**config.mk**
```make
export PLATFORM = sky130hd
export DESIGN_NAME = op_router_node
export DESIGN_NICKNAME = d
export VERILOG_FILES = /design/src/rtl/op_router_node.sv
export SDC_FILE = /design/constraint.sdc
export NUM_CORES = 1
export LEC_CHECK = 0
export ABC_AREA = 1
export ABC_CLOCK_PERIOD_IN_PS = 7100
export CAP_MARGIN = 20
export CORE_MARGIN = 5
export CORE_UTILIZATION = 50
export CTS_BUF_LIST = sky130_fd_sc_hd__clkbuf_2
export CTS_CLUSTER_SIZE = 12
export DETAILED_ROUTE_END_ITERATION = 7
export GPL_ROUTABILITY_DRIVEN = 0
export PLACE_DENSITY = 0.83
export SLEW_MARGIN = 20
export SYNTH_ARGS = -nofsm -noshare
export SYNTH_HDL_FRONTEND = slang
export SYNTH_SLANG_ARGS = --single-unit
```
**constraint.sdc**
```tcl
create_clock -name clk -period 7.1 [get_ports clk]
set_clock_uncertainty 0.15 [all_clocks]
set_input_delay 0.71 -clock clk [delete_from_list [all_inputs] [get_ports clk]]
set_output_delay 0.71 -clock clk [all_outputs]
set_load 0.05 [all_outputs]
```
**src/rtl/op_router_node.sv**
```systemverilog
// op_router_node: registered op router to task/peripheral/ESPIC channels; `OP_ROUTER_STATS_EN adds drop/ESPIC counters
module op_router_node #(
    parameter int W = 16,
    parameter int ID_LSB = 8,
    parameter int OPF_LSB = 4,
    parameter int N_TASK = 6,
    parameter int N_PERIPH = 3,
    parameter int PERIPH_BASE = 10,
    parameter logic [3:0] ESPIC_CODE = 4'hF
) (
    input  logic                  clk,
    input  logic                  rst,
    input  logic [W-1:0]          in_op,
    input  logic                  in_valid,
    output logic                  in_ready,
    output logic [N_TASK*W-1:0]   task_op,
    output logic [N_TASK-1:0]     task_valid,
    input  logic [N_TASK-1:0]     task_ready,
    output logic [N_PERIPH*W-1:0] periph_op,
    output logic [N_PERIPH-1:0]   periph_valid,
    input  logic [N_PERIPH-1:0]   periph_ready,
    output logic [W-1:0]          espic_op,
    output logic                  espic_valid,
    input  logic                  espic_ready,
    output logic                  drop_pulse
`ifdef OP_ROUTER_STATS_EN
    ,
    output logic [15:0]           drop_cnt,
    output logic [15:0]           espic_cnt
`endif
);
    logic [3:0] id, opf;
    logic esp, esp_only, need_esp, routable, prim_free, espic_free, accept;
    logic [N_TASK-1:0] task_hit, task_free;
    logic [N_PERIPH-1:0] periph_hit, periph_free;
    logic [N_TASK-1:0][W-1:0] task_q;
    logic [N_PERIPH-1:0][W-1:0] periph_q;

    assign task_op = task_q;
    assign periph_op = periph_q;
    assign task_free = ~task_valid | task_ready;
    assign periph_free = ~periph_valid | periph_ready;
    assign espic_free = ~espic_valid | espic_ready;

    // decode the op at the input and decide whether every destination it needs has room
    always_comb begin
        id = in_op[ID_LSB+:4];
        opf = in_op[OPF_LSB+:4];
        esp = opf == ESPIC_CODE;
        for (int k = 0; k < N_TASK; k++) task_hit[k] = {1'b0, id} == 5'(k + 1);
        for (int k = 0; k < N_PERIPH; k++) periph_hit[k] = {1'b0, id} == 5'(PERIPH_BASE + k);
        esp_only = esp & (id == 4'd0);
        need_esp = esp_only | (esp & |task_hit);
        routable = |task_hit | |periph_hit | esp_only;
        prim_free = |(task_hit & task_free) | |(periph_hit & periph_free) | esp_only;
        in_ready = ~routable | (prim_free & (~need_esp | espic_free));
        accept = in_valid & in_ready;
    end

    // one-entry output registers: load on accept, otherwise drain on ready
    always_ff @(posedge clk or posedge rst) begin
        if (rst) begin
            task_valid <= '0;
            task_q <= '0;
            periph_valid <= '0;
            periph_q <= '0;
            espic_valid <= 1'b0;
            espic_op <= '0;
            drop_pulse <= 1'b0;
        end else begin
            for (int k = 0; k < N_TASK; k++)
                if (accept & task_hit[k]) begin
                    task_valid[k] <= 1'b1;
                    task_q[k] <= in_op;
                end else if (task_ready[k]) task_valid[k] <= 1'b0;
            for (int k = 0; k < N_PERIPH; k++)
                if (accept & periph_hit[k]) begin
                    periph_valid[k] <= 1'b1;
                    periph_q[k] <= in_op;
                end else if (periph_ready[k]) periph_valid[k] <= 1'b0;
            if (accept & need_esp) begin
                espic_valid <= 1'b1;
                espic_op <= in_op;
            end else if (espic_ready) espic_valid <= 1'b0;
            drop_pulse <= accept & ~routable;
        end
    end

`ifdef OP_ROUTER_STATS_EN
    // saturating event counters for dropped ops and ESPIC loads
    always_ff @(posedge clk or posedge rst) begin
        if (rst) begin
            drop_cnt <= '0;
            espic_cnt <= '0;
        end else begin
            if (accept & ~routable & (drop_cnt != 16'hFFFF)) drop_cnt <= drop_cnt + 16'd1;
            if (accept & need_esp & (espic_cnt != 16'hFFFF)) espic_cnt <= espic_cnt + 16'd1;
        end
    end
`endif
endmodule

```
Yosys cells after proc, flatten, opt, wreduce, memory -nomap -nowiden
Cells that the tools add are included.

word-level totals
  ROM bits = 0
  bits in latches = 0
  RAM bits = 0
  output and inout port bits = 172
  register bits = 171
  memories = 0
  logic and storage cells = 98

cells by class
  multipliers = 0
  $lt $le $gt $ge = 0
  div/mod/pow operators = 0
  shift operators = 0
  muxes and demuxes = 20
  equality and inequality tests = 10
  reduce and logical (&&, ||, !) cells = 15
  $add $sub $neg = 0
  bitwise logic cells = 32

operators by type and width
  kind                                                                    number
  1-bit two-way mux                                                       20
  2-bit nonzero test                                                      10
  4-bit equality test (second input constant)                             4
  1-bit bitwise AND                                                       15
  4-bit by 3-bit equality test with 1-bit output (second input constant)  3
  6-bit OR reduction                                                      2
  4-bit by 2-bit equality test with 1-bit output (second input constant)  2
  1-bit OR                                                                8
  6-bit bitwise AND                                                       1
  6-bit inverter                                                          1
  6-bit OR                                                                1
  3-bit OR reduction                                                      2
  4-bit by 1-bit equality test with 1-bit output (second input constant)  1
  4-bit zero test                                                         1
  3-bit bitwise AND                                                       1
  1-bit inverter                                                          3
  3-bit inverter                                                          1
  3-bit OR                                                                1

Depth between registers and ports, before layout
  word-level depth = 11
  mapped depth = 15
  mapped depth without buffers = 12

Worst setup path before layout
Ideal clock, no wire load.

  path type = input to output
  start point = in in_op[9]
  end point = out in_ready
  stages on the path = 12
  setup slack = 4272 ps
  path buffers = 3
  data arrival time = 1968 ps
  cells stage by stage = buf_6 -> inv_2 -> nand2_8 -> nor2_4 -> nand2_1 -> nand2_1 -> nor2_1 -> nand3_2 -> nand2_2 -> nand2_4 -> buf_12 -> buf_2

between the ends
  cells in the longest elaborated chain, start to end = 8

ends and longest elaborated chain
  element                                                                 line    source
  start, declared                                                         13      input logic [W-1:0] in_op,
  4-bit by 1-bit equality test with 1-bit output (tied with other cells)  50      for (int k = 0; k < N_TASK; k++) task_hit[k] = {1'b0, id} == 5'(k + 1);
  6-bit OR reduction                                                      53, 54
  1-bit bitwise AND                                                       53      need_esp = esp_only | (esp & |task_hit);
  1-bit OR                                                                53
  1-bit inverter                                                          56      in_ready = ~routable | (prim_free & (~need_esp | espic_free));
  1-bit OR                                                                56
  1-bit bitwise AND                                                       56
  1-bit OR (*)                                                            56
  end, declared                                                           15      output logic in_ready,

Mark *: on every way between the ends. The rest lies on a longest branch, timed or not.

Worst setup path after layout
  start point = in in_op[10]
  end point = out in_ready

The elaborated chain is that of the path after synthesis.

==> run_results.csv <==
group,metric,value,unit
pwr,p_sw_frac,0.449,
timing,fin_ws,2320,ps
floorplanning,initial_utilization,0.504,
pwr,seq_power_share,0.417,
min_path,hp-class,"primary input to register",
layout,multi_input_comb_area,2370,µm²
floorplanning,die_x,130,µm
worst_setup_path,r2r_slack,3860,ps
grt,grt_max_degree,95,
clock_tree,cts.hold.buffers_added,0,
timing,rsz0062_at_grt,"no",
timing,hold_violations,0,
layout,utilization,0.653,
worst_setup_path,cpPeakStageDelay,940,ps
placement,dp_hpwl,13.4,mm
worst_setup_path,cp_slowest_cell,"clkdlybuf4s50_1",
layout,diodes,0,
placement,place_ws,2340,ps
grt,grt_pass1_wl,30.9,mm
timing,layout_min_cycle_time,4780,ps
grt,grt_pass1_vias,5582,
pwr,p_clk_frac,0.160,
grt,grt_overflow,0,
floorplanning,pin_count,201,
timing,max_clock_freq,209,MHz
synthesis,syn-cell-area,7240,µm²
pwr,switchingPower,1.33,mW
worst_setup_path,crit_required,6240,ps
timing,slew_viol_final,0,
timing,maxSlewHeadroom,0.268,
floorplanning,dieArea,17000,µm²
pwr,power.internal,1.63,mW
timing,setup_tns,0,ps
layout,stdcell_count,1134,
worst_setup_path,rr_worst_depth,11,
worst_setup_path,r2r-start,"task_valid[3]$_DFFE_PP0P_",
layout,synthToLayoutAreaGrowth,29.6,%
layout,most-common-layout-cells,"nand2_1, clkdlybuf4s50_1, dfrtp_1, nand4_1, inv_1",
synthesis,ys_seq_area_frac,0.591,
worst_setup_path,setup.worst_path.class,"primary input to output pin",
layout,drive_above_1_share,0.0926,
detailed_routing,wl_per_cell,18.0,µm
clock_tree,postCtsResizedCells,0,
pwr,max-vdd-ir-drop,0.000215,V
worst_setup_path,start_kind,"primary input",
pwr,combPwrFrac,0.423,
worst_setup_path,path_cells,"clkdlybuf4s50_1 -> nand2_2 -> nor2_4 -> nand2_1 -> nand2_1 -> inv_1 -> nand3_2 -> nand2_2 -> nand2_4 -> clkdlybuf4s50_1",
grt,grt_usage,0.240,
pwr,powerDensity,316,nW/µm²
detailed_routing,ant_nets,0,
run,max_cap_violations,0,
placement,dp.cells,1102,
detailed_routing,drtPass1Iterations,5,
min_path,whs_endpoint,"drop_pulse$_DFF_PP0_",
layout,nFillCells,1178,
layout,final_common_cell,"nand2_1",
min_path,hold_start,"in_valid",
clock_tree,clockRootBuffer,"clkbuf_2",
worst_setup_path,cp_max_fo,71,
clock_tree,cts_tree,"built",
min_path,min_path_cells,3,
floorplanning,die_h,130,µm
detailed_routing,vias_per_cell,5.39,
floorplanning,core,14400,µm²
detailed_routing,wirelength,20.4,mm
floorplanning,rows,44,
worst_setup_path,regToRegEndpoint,"task_op[20]$_DFFE_PP0P_",
synthesis,synth_seq_cells,171,
clock_tree,clock_sinks,171,
clock_tree,cts_setup_buffers,0,
synthesis,syn_inst,774,
placement,portBuffers,200,
pwr,cellLeakagePower,4.78,nW
timing,worst_pin_slew,1090,ps
detailed_routing,vias,6113,
timing,holdWs,310,ps
worst_setup_path,end_kind,"output pin",
synthesis,synth.distinct_cells,26,
grt,antenna_found_initial,0,
detailed_routing,first_iter_violations,522,
synthesis,yosys_warnings,0,
clock_tree,clkTransAtPathRegs,230,ps
worst_setup_path,cp_num_buf_inv,3,
clock_tree,clock_tree.buffer_depth,2,
run_status,status,"completed",
worst_setup_path,crit_family,"buffers and inverters",
clock_tree,cts_buffers,17,
clock_tree,clk-insertion-delay-late,730,ps
synthesis,syn_area_per_cell,9.35,µm²
timing,setup_viol,0,
layout,regArea,4280,µm²
layout,layout.nets,966,
clock_tree,htree_levels,4,
synthesis,synth_nets,803,
worst_setup_path,cp.arrival,3920,ps
timing,fin_crit_sh,0.673,
detailed_routing,drc,0,
how the worst max path moves through the flow:
stage                    from                   end  slack, ps  depth (start not counted)
floorplan                 rst  drop_pulse$_DFF_PP0_       1610                          1
global placement    in_op[10]              in_ready       2440                         10
detailed placement  in_op[10]              in_ready       2340                         10
CTS                 in_op[10]              in_ready       2340                         10
global route        in_op[10]              in_ready       2160                         10
finish              in_op[10]              in_ready       2320                         10
per-layer routing:
metal / up-vias / track usage / share of wire
li1: 2841 / - / -
met1: 2955 / 0.328 / 0.42
met2: 273 / 0.365 / 0.46
met3: 44 / 0.0679 / 0.087
met4: 0 / 0.0966 / 0.028
met5: - / 0 / 0
per-stage QoR:
stage	total power, mW	area (µm²)
6_report	2.97	9380
5_1_grt	3.10	9380
4_1_cts	2.98	9380
3_5_place_dp	2.51	9170
3_3_place_gp	2.49	9170
2_1_floorplan	2.06	7240
tightest hold or removal path: cells and delay by family:
family        cells  cell delay, ps
buf+inv           2             390
simple gates      1              50
registers in the layout (all words and copies together) (netlist names):
| name | flops |
|---|---|
| task_valid | 6 |
| periph_valid | 3 |
| task_op | 96 |
| espic_op | 16 |
| espic_valid | 1 |
| drop_pulse | 1 |
| periph_op | 48 |
area by class of cell:
class / instances / area share
Tap cell: 184 / 0.0245
Inverter: 60 / 0.0251
Timing Repair Buffer: 207 / 0.219
Clock buffer: 18 / 0.00961
Clock inverter: 14 / 0.0128
Sequential cell: 171 / 0.456
Multi-Input combinational cell: 480 / 0.253
synth_stat cells:
cell type    n  area (µm²)
nand2_8      1        20.0
nand3_1      6        30.0
nand2_4      3        33.8
nor2_4       3        33.8
dfrtp_1    171        4280
buf_6       10         113
buf_12       1        20.0
buf_1       14        52.6
nand3_4      8         140
nor3_2       1        10.0
nand2_1    304        1140
nand3b_1     1        7.51
inv_1       45         169
nor2_1      13        48.8
inv_4        2        12.5
inv_2       13        48.8
nor3_1       2        10.0
o21ai_2      1        8.76
nand3_2      3        30.0
buf_4        2        15.0
nand4_1    119         744
nor3_4       2        32.5
clkbuf_1    18        67.6
nand2_2     12        75.1
o21ai_0      1        5.00
buf_2       18        90.1
power groups by stage:
stage          Sequential [mW]  Combinational [mW]  Clock, mW
2_1_floorplan             1.84               0.223          0
3_3_place_gp              1.25                1.25          0
3_5_place_dp              1.25                1.26          0
4_1_cts                   1.23                1.26      0.485
5_1_grt                   1.26                1.31      0.529
6_report                  1.24                1.25      0.474
logic make-up after synthesis:
group | synth area share
AOI/OAI and AO/OA | 0.00190
buffers and inverters | 0.0812
DFF | 0.591
and+or+nand+nor | 0.326
No activity file was read; power rests on OpenSTA's default activity.
==> variant 1, RTL diff (same settings) <==
The parameter `W` goes from 16 to 18.
--- a/src/rtl/op_router_node.sv
+++ b/src/rtl/op_router_node.sv
@@ -1,6 +1,6 @@
 // op_router_node: registered op router to task/peripheral/ESPIC channels; `OP_ROUTER_STATS_EN adds drop/ESPIC counters
 module op_router_node #(
-    parameter int W = 16,
+    parameter int W = 18,
     parameter int ID_LSB = 8,
     parameter int OPF_LSB = 4,
     parameter int N_TASK = 6,
Ports: changed (resized espic_op, in_op, periph_op and task_op); port bits go from 201 to 223. No check against the original RTL was run, so the function may have changed too.
==> variant 1 against the unedited design <==
  * Area after synthesis rose by 9.5%
  * Hold slack got worse by 0.0077 ns
  * Power rose by 18%
  * Sequential share of layout area rose by 0.21 points
  * Core utilization rose by 1.1 points
  * Sequential cell count rose by 20
  * Worst setup slack improved by 0.080 ns
  * Cell area rose by 11%
  * Routed wire length rose by 13%
  * Combinational power rose by 16%
  * Highest routed layer is now met5
==> variant 1: results (changes against the unedited design) <==
Starting DRT DRC Count=541 (+3.6%); Slew @ Worst Pin=1.04 ns (-0.0499 ns); sequential fraction of the synthesis area=0.603 (+0.0120); Worst R2R Path Depth=11 (unchanged); peak fanout along the critical path=98 (+38%); status=finished, final reports clean; CTS resizes=0 (unchanged); layout cell share with drive strength beyond 1=0.0688 (-0.0239); detailed-route via count=6,683 (+9.3%); Post-synth top cells=346 x nand2_1, 191 x dfrtp_1, 140 x nand4_1, 49 x inv_1, 26 x clkbuf_1; ys async rst share=1.00 (unchanged); Syn Nets=885 (+10%); Nets=1,065 (+10%); GRT Util Overall=0.255 (+0.0143); CP max stage cell=clkdlybuf4s50_1; HP Class=input pin to async pin; vias in the first global route=6,350 (+14%); clock-pin transition on the worst setup and hold timing paths=0.24 ns; WL/cell=18.3 µm (+1.7%); YS warnings=0 (unchanged); post-synth cell types=26 (unchanged); clk_lat worst skew=0.78 ns (+0.05 ns); leakage=5.29 nW (+11%); first-pass GRT wire length=35,500 µm (+15%); Final HPWL DP=15,500 µm (+16%); CP arrival=3.84 ns (-0.08 ns); post-CTS setup buffer count=0 (unchanged); crit-path max cell delay=0.94 ns (about the same); Num CTS Buffers=17 (unchanged); initial antenna violation count=1 (+1); largest net degree at the start of global routing=116 (+22%); # port buffers=222 (+11%); max FFs per register=108 (+13%); H-tree levels=4 (unchanged); Synth area leaders=dfrtp_1 60%, nand2_1 16%, nand4_1 11%; Max VDD drop=0.000222 V (+3.1%)
-- variant 1: cell type report --
| class | instances | area, µm² |
|---|---|---|
| Fill cell | 1243 | 5290 |
| Sequential cell | 191 | 4780 |
| Multi-Input combinational cell | 534 | 2560 |
| Timing Repair Buffer | 228 | 2260 |
| Tap cell | 216 | 270 |
| Inverter | 62 | 240 |
| Clock inverter | 15 | 229 |
| Clock buffer | 17 | 85.1 |
-- variant 1: worst paths after layout --
check	slack, ns	end	startpoint
hold reg to reg	0.35	periph_op[46]	periph_op[46]
min in group clk	0.33	task_valid[0]	task_ready[0]
setup reg to reg	4.12	task_op[15]	task_valid[1]
setup / recovery	2.40	in_ready	in_op[11]
hold / removal	0.30	espic_op[16]	rst
max in group asynchronous	5.05	drop_pulse	rst
-- variant 1: stage by stage --
stage                     setup slack, ns  area (µm²)  instances
after floorplan                      1.04        7920        854
after global placement               2.55       10100       1231
after detailed placement             2.46       10100       1231
after CTS                            2.46       10400       1263
after global routing                 2.21       10400       1263
final                                2.40       10400       1263
-- variant 1: kinds of logic after synthesis --
family / share of synthesized area
and+or+nand+nor: 0.320
AOI/OAI and AO/OA: 0.00221
DFF: 0.603
buffers and inverters: 0.0750
-- variant 1: worst register-to-register path: stages (launching register included) --
cell and delay, ns:
dfrtp_1 0.45, nand2_1 0.17, nand3_1 0.12, nand3_1 0.11, nor2_1 0.05, nand2_1 0.05, nand2_1 0.12, nand2_8 0.43
buf_4 0.67, nand3_4 0.36, nand2_1 0.15, nand2_1 0.06
-- variant 1: power breakdown --
| part | switching [mW] | total [mW] | leakage (nW) | internal [mW] |
|---|---|---|---|---|
| clock | 0.382 | 0.655 | 0.180 | 0.273 |
| sequential | 0.108 | 1.39 | 2.40 | 1.28 |
| combinational | 1.03 | 1.45 | 2.71 | 0.417 |
| total | 1.52 | 3.49 | 5.29 | 1.97 |
-- variant 1: routing by layer --
metal / global-route usage / up-vias / share of wire
met3: 0.0881 / 49 / 0.10
met2: 0.392 / 294 / 0.47
li1: - / 3143 / -
met4: 0.100 / 2 / 0.032
met1: 0.334 / 3195 / 0.40
met5: 0 / - / 0.00048
==> variant 2, RTL diff (config.mk and constraints unchanged) <==
Without the edit above. Add a define of `OP_ROUTER_STATS_EN`.
--- a/src/rtl/op_router_node.sv
+++ b/src/rtl/op_router_node.sv
@@ -1,4 +1,6 @@
 // op_router_node: registered op router to task/peripheral/ESPIC channels; `OP_ROUTER_STATS_EN adds drop/ESPIC counters
+`define OP_ROUTER_STATS_EN
+
 module op_router_node #(
     parameter int W = 16,
     parameter int ID_LSB = 8,
Function (old outputs only; new: drop_cnt and espic_cnt): kept (Yosys induction, for registers that start in step).
==> variant 2 against the unedited design <==
  * Sequential share of layout area fell by 1.5 points
  * Area after synthesis rose by 20%
  * Power rose by 34%
  * Via count rose by 20%
  * First-iteration DRC count fell by 20%
  * Worst setup slack improved by 0.30 ns
  * Routed wire length rose by 21%
  * Cell area rose by 23%
  * Clock power rose by 76%
  * Core utilization rose by 2.0 points
  * Critical path depth fell by 1
  * Sequential power rose by 23%
  * Synthesized cell count rose by 26%
  * Sequential cell count rose by 32
  * Highest routed layer is now met5
==> variant 2: results (changes against the unedited design) <==
CTS max path bufs=3 (+1); vias in the first global route=7,445 (+33%); GRT Util Overall=0.249 (+0.00858); M2 GR Usage=0.379 (+0.0136); post-synthesis compound-gate area fraction=0.0500 (+0.0481); post-synth cell types=34 (+31%); Synth Area in Adders=0.00289 (+0.00289); Worst Hold Depth=1 (-2); met1 wire length=9870 µm (+15%); GR Layer Usage met1=0.317 (-0.0111); Post-synth top cells=366 x nand2_1, 203 x dfrtp_1, 120 x inv_1, 45 x o21ai_1, 38 x o21ai_0; WL met3=2850 µm (+61%); # port buffers=232 (+16%); Num CTS Buffers=51 (+34); initial antenna violation count=2 (+2); first-pass GRT wire length=39,600 µm (+28%); layout cell share with drive strength beyond 1=0.0871 (-0.00554); final worst setup slack=2.62 ns (+0.296 ns); max FFs per register=96 (unchanged); Final Power=3.98 mW (+34%); worst slack, placed=2.69 ns (+0.352 ns); Synth area leaders=dfrtp_1 59%, nand2_1 16%, inv_1 5.2%; worst hold slack=0.323 ns (+0.0135 ns); CP max stage cell=clkdlybuf4s50_1; peak fanout along the critical path=20 (-72%); Syn Inst Count=978 (+26%); Placed Instances=1,393 (+26%); Placement Cell Area=0.0110 mm² (+20%); largest net degree at the start of global routing=138 (+45%); WL/cell=16.6 µm (-7.6%); Max VDD drop=0.000239 V (+11%); Syn Nets=1,009 (+26%); Worst R2R Path Depth=10 (-1); Starting DRT DRC Count=420 (-20%); sequential fraction of the synthesis area=0.587 (-0.00465); clk pwr=832 µW (+76%); flop2flop setup slack=4.12 ns (+0.26 ns); final cell count without fillers=1,489 (+31%); Final HPWL DP=17,400 µm (+30%); Slew @ Worst Pin=1.04 ns (-0.0541 ns); via/cell ratio=4.94 (-8.4%); crit-path max cell delay=0.73 ns (-0.21 ns); clk_lat worst skew=0.80 ns (+0.07 ns); sw power=1.78 mW (+34%); leakage=5.77 nW (+21%); CP arrival=3.62 ns (-0.30 ns); top sig layer=met5; status=finished, final reports clean; cell family with most CP delay=simple AND/OR/NAND/NOR gates; HP Class=flip-flop to flip-flop; H-tree levels=2 (-2); combinational share of power=0.408 (-0.015); met3 usage=0.108 (+0.0399)
variant 2: changes by cell type after synthesis, moves of 14 or more:
cell / change
o21ai_1: +45
nand4_1: -97
inv_1: +75
nand3_1: +18
o21ai_0: +37
buf_1: -14
clkbuf_1: -14
nand2_1: +62
dfrtp_1: +32
xor2_1: +18
nor2_1: +20
variant 2: path summary, 6_finish.rpt:
path                                  to     startpoint
setup / recovery                in_ready       in_op[4]
hold / removal             periph_op[43]  periph_op[43]
setup reg to reg             task_op[18]  task_valid[3]
hold reg to reg            periph_op[43]  periph_op[43]
max in group asynchronous    task_op[90]            rst
min in group asynchronous    drop_cnt[2]            rst
variant 2: layout make-up:
type                       instances  area [µm²]  area share
sequential                       203        5080       0.441
multi-input combinational        606        2840       0.247
timing repair buffer             233        2330       0.202
inverter                         126         480      0.0417
clock buffer                      65         325      0.0283
tap                              225         282      0.0245
clock inverter                    30         174      0.0151
antenna                            1        2.50    0.000217
